`src/rtl/regfile_sb.sv`:
```
// Multi-port register file with a load scoreboard: busy bits track outstanding
// loads, raise stall on enabled reads of pending sources, and flag stray writebacks.
module regfile_sb #(
   parameter int XLEN   = 32,
   parameter int NREGS  = 32,
   parameter int NRD    = 2,
   parameter int BYPASS = 1,
   localparam int AW    = $clog2(NREGS)
) (
   input  logic                clk,
   input  logic                rst,
   input  logic [NRD*AW-1:0]   rd_addr,
   input  logic [NRD-1:0]      rd_en,
   output logic [NRD*XLEN-1:0] rd_data,
   output logic [NRD-1:0]      rd_busy,
   input  logic                we0,
   input  logic [AW-1:0]       waddr0,
   input  logic [XLEN-1:0]     wd0,
   input  logic                we1,
   input  logic [AW-1:0]       waddr1,
   input  logic [XLEN-1:0]     wd1,
   input  logic                iss_en,
   input  logic [AW-1:0]       iss_addr,
   output logic                stall,
   output logic [AW:0]         busy_cnt,
   output logic                wb_err
);

   logic [XLEN-1:0]  regs [NREGS];
   logic [NREGS-1:0] busy;
   logic [NREGS-1:0] busy_nxt;
   logic [AW:0]      cnt_nxt;

   // Issue beats writeback-clear so a back-to-back reload of the same register stays pending.
   always_comb begin
      busy_nxt = busy;
      busy_nxt[0] = 1'b0;
      for (int r = 1; r < NREGS; r++) begin
         if (iss_en && iss_addr == AW'(r))
            busy_nxt[r] = 1'b1;
         else if (we1 && waddr1 == AW'(r))
            busy_nxt[r] = 1'b0;
      end
   end

   always_comb begin
      cnt_nxt = '0;
      for (int r = 0; r < NREGS; r++)
         cnt_nxt = cnt_nxt + (AW+1)'(busy_nxt[r]);
   end

   always_ff @(posedge clk) begin
      if (rst) begin
         busy     <= '0;
         busy_cnt <= '0;
         wb_err   <= 1'b0;
      end else begin
         busy     <= busy_nxt;
         busy_cnt <= cnt_nxt;
         if (we1 && waddr1 != '0 && !busy[waddr1])
            wb_err <= 1'b1;
      end
   end

   // Register 0 is never written, so it stays at its reset value of zero.
   always_ff @(posedge clk) begin
      if (rst) begin
         for (int r = 0; r < NREGS; r++)
            regs[r] <= '0;
      end else begin
         for (int r = 1; r < NREGS; r++) begin
            if (we1 && waddr1 == AW'(r))
               regs[r] <= wd1;
            else if (we0 && waddr0 == AW'(r))
               regs[r] <= wd0;
         end
      end
   end

   for (genvar i = 0; i < NRD; i++) begin : g_rd
      logic [AW-1:0] a;
      assign a = rd_addr[i*AW +: AW];

      if (BYPASS != 0) begin : g_byp
         logic hit0, hit1, hit_iss;
         assign hit0    = we0 && waddr0 == a && a != '0;
         assign hit1    = we1 && waddr1 == a && a != '0;
         assign hit_iss = iss_en && iss_addr == a;
         assign rd_data[i*XLEN +: XLEN] = hit1 ? wd1 : (hit0 ? wd0 : regs[a]);
         assign rd_busy[i] = busy[a] & ~(hit1 & ~hit_iss);
      end else begin : g_nobyp
         assign rd_data[i*XLEN +: XLEN] = regs[a];
         assign rd_busy[i] = busy[a];
      end
   end

   assign stall = |(rd_en & rd_busy);

endmodule

```
`config.mk`:
```
export PLATFORM = sky130hd
export DESIGN_NAME = regfile_sb
export DESIGN_NICKNAME = d
export VERILOG_FILES = /design/src/rtl/regfile_sb.sv
export SDC_FILE = /design/constraint.sdc
export NUM_CORES = 2
export LEC_CHECK = 0
export BUFFER_PORTS_ARGS = -buffer_cell sky130_fd_sc_hd__buf_2
export CAP_MARGIN = 40
export CORE_MARGIN = 1
export CORE_UTILIZATION = 56
export DETAILED_ROUTE_END_ITERATION = 8
export HOLD_SLACK_MARGIN = 0.15
export PLACE_DENSITY = 0.76
export RECOVER_POWER = 50
export SYNTH_ARGS = -nofsm -noshare
export SYNTH_HDL_FRONTEND = slang
export SYNTH_SLANG_ARGS = --single-unit
export TNS_END_PERCENT = 100
```
`constraint.sdc`:
```
create_clock -name clk -period 5.2 [get_ports clk]
set_input_delay 0.26 -clock clk [delete_from_list [all_inputs] [get_ports clk]]
set_output_delay 0.26 -clock clk [all_outputs]
set_load 0.01 [all_outputs]
```
==> metrics.txt <==
Synth cell types=62; initial core utilization=56.82%; # IOs=170; most frequent cells in the layout=edfxtp_1 (992), a22o_1 (849), nand2_1 (487); cell taking the most area after synthesis=edfxtp_1; min-delay worst type=input port to register; post-synthesis sequential area ratio=just under 50%; Max-cap violations=27; Clock Skews=0.01777 ns; overall die height=335.3 um; CTS buffer count=112; Longest Clk Path Bufs=3; Syn Area/Cell=around 13 sq um; commonest non-fill, non-tap cell in the layout=edfxtp_1; Syn Inst Count=around 4,900; # setup viols final=13; reg2reg path depth=17; initial antenna violation count=22; post-CTS repair timing setup buffer count=0; violated checks=DRC, capacitance limit, slew limit, setup timing; Worst Hold Path Cells=4; first-pass GRT wire length=between 300 and 400 mm; Core ar.=109,500 sq um; Hold EP=busy[15]$_SDFF_PP0_; die width=around 340 um; main area contributors after synthesis=edfxtp_1 (48%), mux4_2 (16%), a22o_1 (12%), nand2_1 (3.0%), clkbuf_1 (2.8%); fmax=about 190 MHz; row count=121; share of cells above drive strength 1=24.91%; Final ANT Viol Nets=0; final worst setup slack=-0.03138 ns; #FFs+latches synth=1,030; Clock Sinks=1,030; CP arrival=between 5 and 6 ns; unrepaired setup endpoints after global routing=true; Critical Path RT=5.59 ns; Via Count=52,181; reg2reg start=busy[18]$_SDFF_PP0_; FF-to-FF setup slack=0.15 ns; DP Area=65,080 sq um; total leakage power=0.02376 uW; CP max FO=74; Root Driver=clkbuf_16; DRC viols=69; Worst-path clk slew=0.06 ns; HPWL after DPL=151.1 mm; final instance area=68,260 sq um; Async SR Flop Fraction=0%; share of the synthesized area in the top cell type=47.90%; full die area=between 100,000 and 150,000 sq um; gr ovfl total=0; hold wc startpoint=iss_addr[0]; status=finished, violations left; Slew headroom=-167.2%; Detailed Route WL=255.6 mm; Via density=8.276; Pwr Density=316.6 nW/um^2; H-tree levels=3; CP startpoint kind=input port; CTS tree=done; crit end category=register; later-pin clock latency in the skew report=between 0.6 and 0.7 ns; Wirelength per Cell=40.54 um; most common flop cell mapped by yosys=edfxtp_1; Crit Reg-Reg Endpoint=busy_cnt[4]$_SDFF_PP0_; syn nets=4,990; largest net degree at the start of global routing=106; final slew viol count=slightly below 900; Port Buffers=around 170; number of synthesized flops with an enable pin=992; # nets final=4,850; gr usage total=44.87%; pre-CTS setup slack=-0.5502 ns; RD Place Congestion=0.9666; Worst-Margin Slew=4.008 ns; Max IR drop VDD=312.0 uV; DRT Pass-1 Iters=9; vias in the first global route=50,813; synthesized area=62,190 sq um; Final Cycle Share=100.6%; Yosys warning count=0; final hold slack=0.1718 ns; CP Class=input port to register; 1st-iter DRT viols=10,391; clock period minus worst slack=5.231 ns; endpoints failing hold=0; synthesis-to-finish area growth=9.758%
## registers in the layout, indices dropped and copies added (netlist names)
| name | count |
|---|---|
| regs | 992 |
| busy_cnt | 6 |
| busy | 31 |
| wb_err | 1 |
## layout make-up
type,instances,area [sq um]
fillers,8114,41200
clock inverters,64,545.5
clock buffers,144,2965
flip-flops and latches,1030,30550
repair buffers,463,3272
inverters,28,106.4
multi-input cells,3089,28940
well taps,1476,1847
diodes,11,27.53
## per-stage QoR
stage	utilization, %	std cells	TNS [ns]	power, uW
2_1_floorplan	-	4864	-0.05661	12320
3_3_place_gp	58.95	6049	-1.426	13530
3_5_place_dp	59.45	6075	-1.753	13670
4_1_cts	62.68	6285	0	21260
5_1_grt	62.34	6298	-0.01415	21900
6_report	62.36	6305	-0.3039	21610
## synth_stat cells, types with 10 or more instances
master	number
mux2_2	67
a21oi_1	235
a311o_1	17
a22oi_1	70
buf_6	19
or3_1	41
clkbuf_1	460
nor3_1	55
a211o_1	20
a211oi_1	17
nand3_1	20
dfxtp_1	38
fa_1	23
o21ai_1	10
nor2b_1	61
a2111oi_2	16
xor2_1	16
a221oi_1	51
edfxtp_1	992
mux2i_1	123
o21ai_0	31
a31oi_1	12
a221o_1	19
xnor2_1	17
nand2_1	493
nor2_1	183
nand2b_1	13
o31a_1	10
buf_1	80
mux4_2	440
nor4_1	22
buf_2	125
buf_4	32
inv_1	27
a22o_1	849
o22ai_1	86
## worst max-delay path by stage
stage	from	endpoint	slack, ns	cells past startpoint
4_1_cts	busy[1]$_SDFF_PP0_	busy_cnt[4]$_SDFF_PP0_	0.07	18
3_3_place_gp	waddr1[0]	busy_cnt[4]$_SDFF_PP0_	-0.43	21
5_1_grt	busy[18]$_SDFF_PP0_	busy_cnt[4]$_SDFF_PP0_	-0.01	17
2_1_floorplan	waddr1[1]	busy_cnt[4]$_SDFF_PP0_	-0.06	22
6_report	rst	regs[10][13]$_SDFFCE_PN0P_	-0.03	8
3_5_place_dp	waddr1[0]	busy_cnt[4]$_SDFF_PP0_	-0.55	21
## critical path, stage by stage
cell           delay [ns]
dlygate4sd3_1        0.57
buf_8                0.28
nor3b_2              0.32
nand3b_1             0.27
nor3_1               0.24
clkbuf_1             2.18
or3_2                0.95
buf_4                0.47
## logic make-up after synthesis
family	count (synthesis)	share of synthesized area [%]
muxes	630	19.13
AOI/OAI and AO/OA	1472	18.72
adders and majority gates	30	0.8812
and+or+nand+nor	924	6.508
xor gates and xnor gates	33	0.4647
buffers and inverters	745	5.173
DFF	1030	49.12
## power breakdown
group	internal (uW)	switching [uW]
sequential	9760	305
clock	4330	3510
combinational	1390	2320
total	15500	6140
## timing repair
item,in CTS,in global routing
endpoints found under the hold margin,52,0
gates resized for setup,0,8
hold buffers,2,0
endpoints found under the setup margin,0,2
## layer usage
layer	global-route usage, %	share of wire, %	vias to the layer above
met2	62.29	41	6082
met3	21.31	19	1592
met1	53.80	30	25201
met5	1.824	0.21	-
met4	33.80	9.7	34
li1	-	-	19272
Power figures use the tool's default switching activity.
